<file path="src/rtl/sync_fifo_stream_reader_pkg.sv">
// Shared definitions for the sync_fifo read-side stream adapter.
package sync_fifo_stream_reader_pkg;

  // Default word width, kept identical to the sync_fifo default
  localparam int DEFAULT_DATA_WIDTH = 32;

  // Reader state encoding
  localparam logic [1:0] ST_IDLE = 2'd0;
  localparam logic [1:0] ST_RUN  = 2'd1;
  localparam logic [1:0] ST_STOP = 2'd2;

  typedef enum logic [1:0] {
    RD_IDLE = ST_IDLE,
    RD_RUN  = ST_RUN,
    RD_STOP = ST_STOP
  } rd_state_e;

  // True when a new FIFO read still fits in the 2-entry output buffer,
  // counting the buffered words, the word already in flight, and the
  // word leaving the buffer on this edge.
  function automatic logic read_slot_free(
    input logic [1:0] buf_cnt,
    input logic       inflight,
    input logic       pop_now
  );
    logic [2:0] held;
    held = {1'b0, buf_cnt} + {2'b00, inflight} - {2'b00, pop_now};
    return (held < 3'd2);
  endfunction

endpackage

</file>
<file path="src/rtl/sync_fifo_stream_reader_skid_buf2.sv">
// Two-entry valid/ready output buffer; the head entry drives the stream data.
module stream_skid_buf2
  import sync_fifo_stream_reader_pkg::*;
#(
  parameter int DATA_WIDTH = DEFAULT_DATA_WIDTH
) (
  input  logic                  clk,
  input  logic                  rst_n,
  input  logic                  i_push,
  input  logic [DATA_WIDTH-1:0] i_push_data,
  input  logic                  i_pop,
  output logic                  o_valid,
  output logic [DATA_WIDTH-1:0] o_data,
  output logic [1:0]            o_cnt
);

  logic [DATA_WIDTH-1:0] r_head;
  logic [DATA_WIDTH-1:0] r_tail;
  logic [1:0]            r_cnt;

  // Push/pop bookkeeping; the head keeps its last value when the buffer empties
  always_ff @(posedge clk or negedge rst_n) begin
    if (!rst_n) begin
      r_head <= {DATA_WIDTH{1'b0}};
      r_tail <= {DATA_WIDTH{1'b0}};
      r_cnt  <= 2'd0;
    end else begin
      case ({i_push, i_pop})
        2'b10: begin
          case (r_cnt)
            2'd0: begin
              r_head <= i_push_data;
              r_cnt  <= 2'd1;
            end
            2'd1: begin
              r_tail <= i_push_data;
              r_cnt  <= 2'd2;
            end
            default: begin
              // Full: the read-issue rule never pushes here
              r_cnt <= r_cnt;
            end
          endcase
        end
        2'b01: begin
          case (r_cnt)
            2'd1: begin
              r_cnt <= 2'd0;
            end
            2'd2: begin
              r_head <= r_tail;
              r_cnt  <= 2'd1;
            end
            default: begin
              // Pop of an empty buffer is gated off by o_valid
              r_cnt <= r_cnt;
            end
          endcase
        end
        2'b11: begin
          case (r_cnt)
            2'd0: begin
              // Cannot happen (no valid to pop); treat as plain push
              r_head <= i_push_data;
              r_cnt  <= 2'd1;
            end
            2'd1: begin
              r_head <= i_push_data;
            end
            2'd2: begin
              r_head <= r_tail;
              r_tail <= i_push_data;
            end
            default: begin
              r_cnt <= r_cnt;
            end
          endcase
        end
        default: begin
          r_cnt <= r_cnt;
        end
      endcase
    end
  end

  assign o_valid = (r_cnt != 2'd0);
  assign o_data  = r_head;
  assign o_cnt   = r_cnt;

endmodule

</file>
<file path="src/rtl/sync_fifo_stream_reader.sv">
// Read-side consumer for sync_fifo: pops words and re-issues them as a
// valid/ready stream, hiding the FIFO's one-cycle read latency.
module sync_fifo_stream_reader
  import sync_fifo_stream_reader_pkg::*;
#(
  parameter int DATA_WIDTH = DEFAULT_DATA_WIDTH,
  parameter int CNT_WIDTH  = 16
) (
  input  logic                  clk,
  input  logic                  rst_n,
  input  logic                  enable,
  input  logic                  fifo_empty,
  input  logic [DATA_WIDTH-1:0] fifo_rdata,
  output logic                  fifo_cs,
  output logic                  fifo_rd_en,
  output logic                  m_valid,
  output logic [DATA_WIDTH-1:0] m_data,
  input  logic                  m_ready,
  output logic                  busy,
  output logic [CNT_WIDTH-1:0]  words_out
);

  rd_state_e             r_state;
  logic                  r_inflight;
  logic [CNT_WIDTH-1:0]  r_words_out;

  logic                  w_valid;
  logic [DATA_WIDTH-1:0] w_data;
  logic [1:0]            w_buf_cnt;
  logic                  w_pop;
  logic                  w_rd;

  assign w_pop = w_valid & m_ready;

  // A read is issued only in RUN, never into an empty FIFO, and only if
  // its word is guaranteed a buffer slot when it lands next cycle.
  assign w_rd = (r_state == RD_RUN) && !fifo_empty &&
                read_slot_free(w_buf_cnt, r_inflight, w_pop);

  assign fifo_rd_en = w_rd;
  assign fifo_cs    = w_rd;

  stream_skid_buf2 #(
    .DATA_WIDTH (DATA_WIDTH)
  ) u_skid (
    .clk         (clk),
    .rst_n       (rst_n),
    .i_push      (r_inflight),
    .i_push_data (fifo_rdata),
    .i_pop       (w_pop),
    .o_valid     (w_valid),
    .o_data      (w_data),
    .o_cnt       (w_buf_cnt)
  );

  // Reader FSM plus the in-flight flag for the FIFO's registered read data
  always_ff @(posedge clk or negedge rst_n) begin
    if (!rst_n) begin
      r_state    <= RD_IDLE;
      r_inflight <= 1'b0;
    end else begin
      r_inflight <= w_rd;
      case (r_state)
        RD_IDLE: begin
          if (enable) begin
            r_state <= RD_RUN;
          end else begin
            r_state <= RD_IDLE;
          end
        end
        RD_RUN: begin
          if (!enable) begin
            r_state <= RD_STOP;
          end else begin
            r_state <= RD_RUN;
          end
        end
        RD_STOP: begin
          if (enable) begin
            r_state <= RD_RUN;
          end else if (!r_inflight && (w_buf_cnt == 2'd0)) begin
            r_state <= RD_IDLE;
          end else begin
            r_state <= RD_STOP;
          end
        end
        default: begin
          r_state <= RD_IDLE;
        end
      endcase
    end
  end

  // Count accepted stream words; wraps naturally at the counter width
  always_ff @(posedge clk or negedge rst_n) begin
    if (!rst_n) begin
      r_words_out <= {CNT_WIDTH{1'b0}};
    end else if (w_pop) begin
      r_words_out <= r_words_out + {{(CNT_WIDTH-1){1'b0}}, 1'b1};
    end else begin
      r_words_out <= r_words_out;
    end
  end

  assign m_valid   = w_valid;
  assign m_data    = w_data;
  assign words_out = r_words_out;
  assign busy      = (r_state == RD_RUN) || r_inflight || (w_buf_cnt != 2'd0);

endmodule

</file>
<file path="config.mk">
export PLATFORM = sky130hd
export DESIGN_NAME = sync_fifo_stream_reader
export DESIGN_NICKNAME = d
export VERILOG_FILES = /design/src/rtl/sync_fifo_stream_reader_pkg.sv /design/src/rtl/sync_fifo_stream_reader_skid_buf2.sv /design/src/rtl/sync_fifo_stream_reader.sv
export SDC_FILE = /design/constraint.sdc
export NUM_CORES = 1
export LEC_CHECK = 0
export CAP_MARGIN = 20
export CORE_MARGIN = 3
export CORE_UTILIZATION = 53
export DETAILED_ROUTE_END_ITERATION = 8
export GPL_TIMING_DRIVEN = 0
export PLACE_DENSITY_LB_ADDON = 0.3
export SKIP_LAST_GASP = 1
export SLEW_MARGIN = 20
export SYNTH_ARGS = -nofsm -noshare
export SYNTH_HDL_FRONTEND = slang
export SYNTH_SLANG_ARGS = --single-unit
</file>
<file path="constraint.sdc">
create_clock -name clk -period 7.4 [get_ports clk]
set_input_delay 1.85 -clock clk [delete_from_list [all_inputs] [get_ports clk]]
set_output_delay 1.85 -clock clk [all_outputs]
set_load 0.03 [all_outputs]
</file>
==> results.toml <==
[clock_network]
cts_root_buffer = "clkbuf_8"
cts_tree = "done"
post_cts_resized = 0
numCtsBuffers = 9
numClockSinks = 85
path_clk_slew_ns = 0.08
h-tree-depth = 3
post_cts_buffers = 0
clock_latency_ns = 0.36
hold_buffers = 0
clock_tree.buffer_depth = 2

[layout]
final_nets = 438
areaGrowthSynthToFinish_pct = 33.5
layout_commonest_cell = "clkdlybuf4s50_1"
final_cell_mix = "clkdlybuf4s50_1 (87), dfrtp_1 (85), inv_1 (35)"
multi_input_comb_area_um2 = 1320
fin_cells = 497
diodes = 0
drive_gt1_share_pct = 16.6
nFillCells = 460
final-seq-area_um2 = 2130

[worst_setup_path]
worst-path-max-fanout = 10
crit_slowest_cell = "clkdlybuf4s50_1"
path_common_cell = "clkdlybuf4s50_1"
critPathMaxStageDelay_ns = 0.66
path_buf_inv = 5
endpoint_kind = "output pin"
crit_family = "buffers and inverters"
crit_chain = "clkdlybuf4s50_1 > nand3b_4 > clkbuf_1 > inv_1 > fa_1 > xor2_1 > nor4b_1 > buf_4 > clkdlybuf4s50_1"
crit_type = "in2out"
critical_path_required_ns = 5.55
r2r_slack_ns = 4.98
cp.arrival_ns = 4.95
startpoint_type = "input pin"

[power]
vdd_drop_max_v = 0.000212
pwr-share-clk_pct = 21.4
power_switching_mw = 0.621
internal_power_mw = 1.12
p_sw_share_pct = 35.7
comb_power_share_pct = 36.7
power_density_nw_per_um2 = 349
seqPwrFrac_pct = 41.9
p_leak_nw = 2.28

[sta]
fmax_mhz = 147
period_minus_slack_ns = 6.80
rsz0062_at_grt = "false"
setup_viol = 0
finalClockSkew_ns = 0.00990
tightest_slew_ns = 0.510
period_share_pct = 91.9
hold_violations = 0
fin_setup_tns_ns = 0
relSlewSlack_pct = 66.0
finalMaxSlewViolations = 0
setup_ws_ns = 0.601

[global_routing]
gr-total-overflow = 0
grtUsageTotal_pct = 20.1
grt_pass1_vias = 2656
grt_pass1_wl_um = 13200
antenna_found_initial = 0
grt_max_degree = 52

[floorplan]
num_rows = 29
num_io_pins = 89
core_um2 = 6570
start_util_pct = 56.8
fp.dieH_um = 89.9
dieArea_um2 = 8090
die_w_um = 89.9

[placed_design]
place_congestion = 0.767
port_buffers = 88
place_inst = 481
pre_cts_slack_ns = 0.576
dp_hpwl_um = 5370

[yosys]
async_reset_ff_share_pct = 100
avgSynthCellArea_um2 = 12.5
syn_nets = 338
synth_edf_count = 0
synth-main-ff-cell = "dfrtp_1"
yosysWarningCount = 0
yosysSeqAreaShare_pct = 57.0
ys_ff_latch = 85
synth.distinct_cells = 36
netlist_area_um2 = 3730
syn_inst = 299

[drt]
remaining_drc_errors = 0
vias = 2587
drt-vias-per-instance = 5.21
drtPass1Iterations = 4
ant_nets = 0
first_iter_violations = 105
routed_wirelength_um = 7660
wl_per_cell_um = 15.4

[job]
maxCapViolCount = 0

[run_status]
outcome = "finished, final reports clean"

[min_path]
hold_path_class = "reg2reg"
[area by class of cell]
| class | count | share of cell area [%] |
|---|---|---|
| Clock buffer | 9 | 2.49 |
| Clock inverter | 7 | 2.08 |
| Timing Repair Buffer | 89 | 18.2 |
| Inverter | 35 | 2.64 |
| Buffer | 18 | 3.16 |
| Multi-Input combinational cell | 161 | 26.4 |
| Tap cell | 93 | 2.33 |
| Sequential cell | 85 | 42.7 |
[synthesized netlist by cell type, types with 2 or more instances]
library cell  count  area, µm²
buf_6             4       45.0
mux2_1           33        372
o22ai_1          32        200
nand2_1          10       37.5
xnor2_1          13        114
inv_1            35        131
xor2_1            3       26.3
a21oi_2          30        263
and4_1            2       17.5
nor2_1            3       11.3
nand4_1           5       31.3
buf_12            3       60.1
nand3_1           5       25.0
dfrtp_1          85       2130
nand3b_4          2       40.0
buf_4             2       15.0
clkbuf_1          6       22.5
buf_2             3       15.0
nand2b_1          2       12.5
a21oi_1           5       25.0
[sequential cells by signal (all words and copies together), names as in the netlist]
| name | flops |
|---|---|
| u_skid.o_data | 32 |
| u_skid.o_cnt | 2 |
| u_skid.r_tail | 32 |
| r_inflight | 1 |
| r_state | 2 |
| words_out | 16 |
[layer usage]
layer	part of all wire, %	track usage [%]	up-vias
li1	-	-	1229
met1	46	27.5	1276
met2	47	31.6	69
met3	5.0	4.42	13
met4	2.0	8.16	0
met5	0	0	-
[through the flow]
step | hold slack, ns | area [µm²] | util (%) | power, mW
global route | 0.506 | 4980 | 75.9 | 1.83
global placement | 0.446 | 4730 | 72.0 | 1.36
floorplan | 0.435 | 3730 | - | 1.11
detailed placement | 0.461 | 4760 | 72.4 | 1.38
CTS | 0.473 | 4980 | 75.9 | 1.75
finish | 0.468 | 4980 | 75.9 | 1.74
[kinds of logic (layout without fill, tap and decap cells)]
group	Yosys count	in the layout	synth area share [%]
AOI/OAI and AO/OA	71	71	13.9
xor gates and xnor gates	16	16	3.75
adders and majority gates	2	2	0.871
buffers and inverters	53	158	7.74
DFF	85	85	57.0
muxes	33	33	9.95
and+or+nand+nor	39	39	6.77
[path summary, 6_finish.rpt]
path / startpoint / endpoint / cells after the start
max: m_ready / fifo_rd_en / 9
min: r_state[1]$_DFF_PN0_ / r_state[0]$_DFF_PN0_ / 1
max reg2reg: u_skid.o_cnt[1]$_DFFE_PN0P_ / r_inflight$_DFF_PN0_ / 7
min reg2reg: r_state[1]$_DFF_PN0_ / r_state[0]$_DFF_PN0_ / 1
max in group asynchronous: rst_n / words_out[8]$_DFFE_PN0P_ / 2
min in group asynchronous: rst_n / u_skid.o_data[19]$_DFFE_PN0P_ / 1
[power by group through the flow]
| stage | combinational [mW] | sequential [mW] | clock (mW) |
|---|---|---|---|
| 2_1_floorplan | 0.216 | 0.892 | 0 |
| 3_3_place_gp | 0.628 | 0.727 | 0 |
| 3_5_place_dp | 0.645 | 0.736 | 0 |
| 4_1_cts | 0.647 | 0.729 | 0.378 |
| 5_1_grt | 0.685 | 0.751 | 0.396 |
| 6_report | 0.638 | 0.729 | 0.371 |
Note: power is estimated with default switching activity, not from simulation.
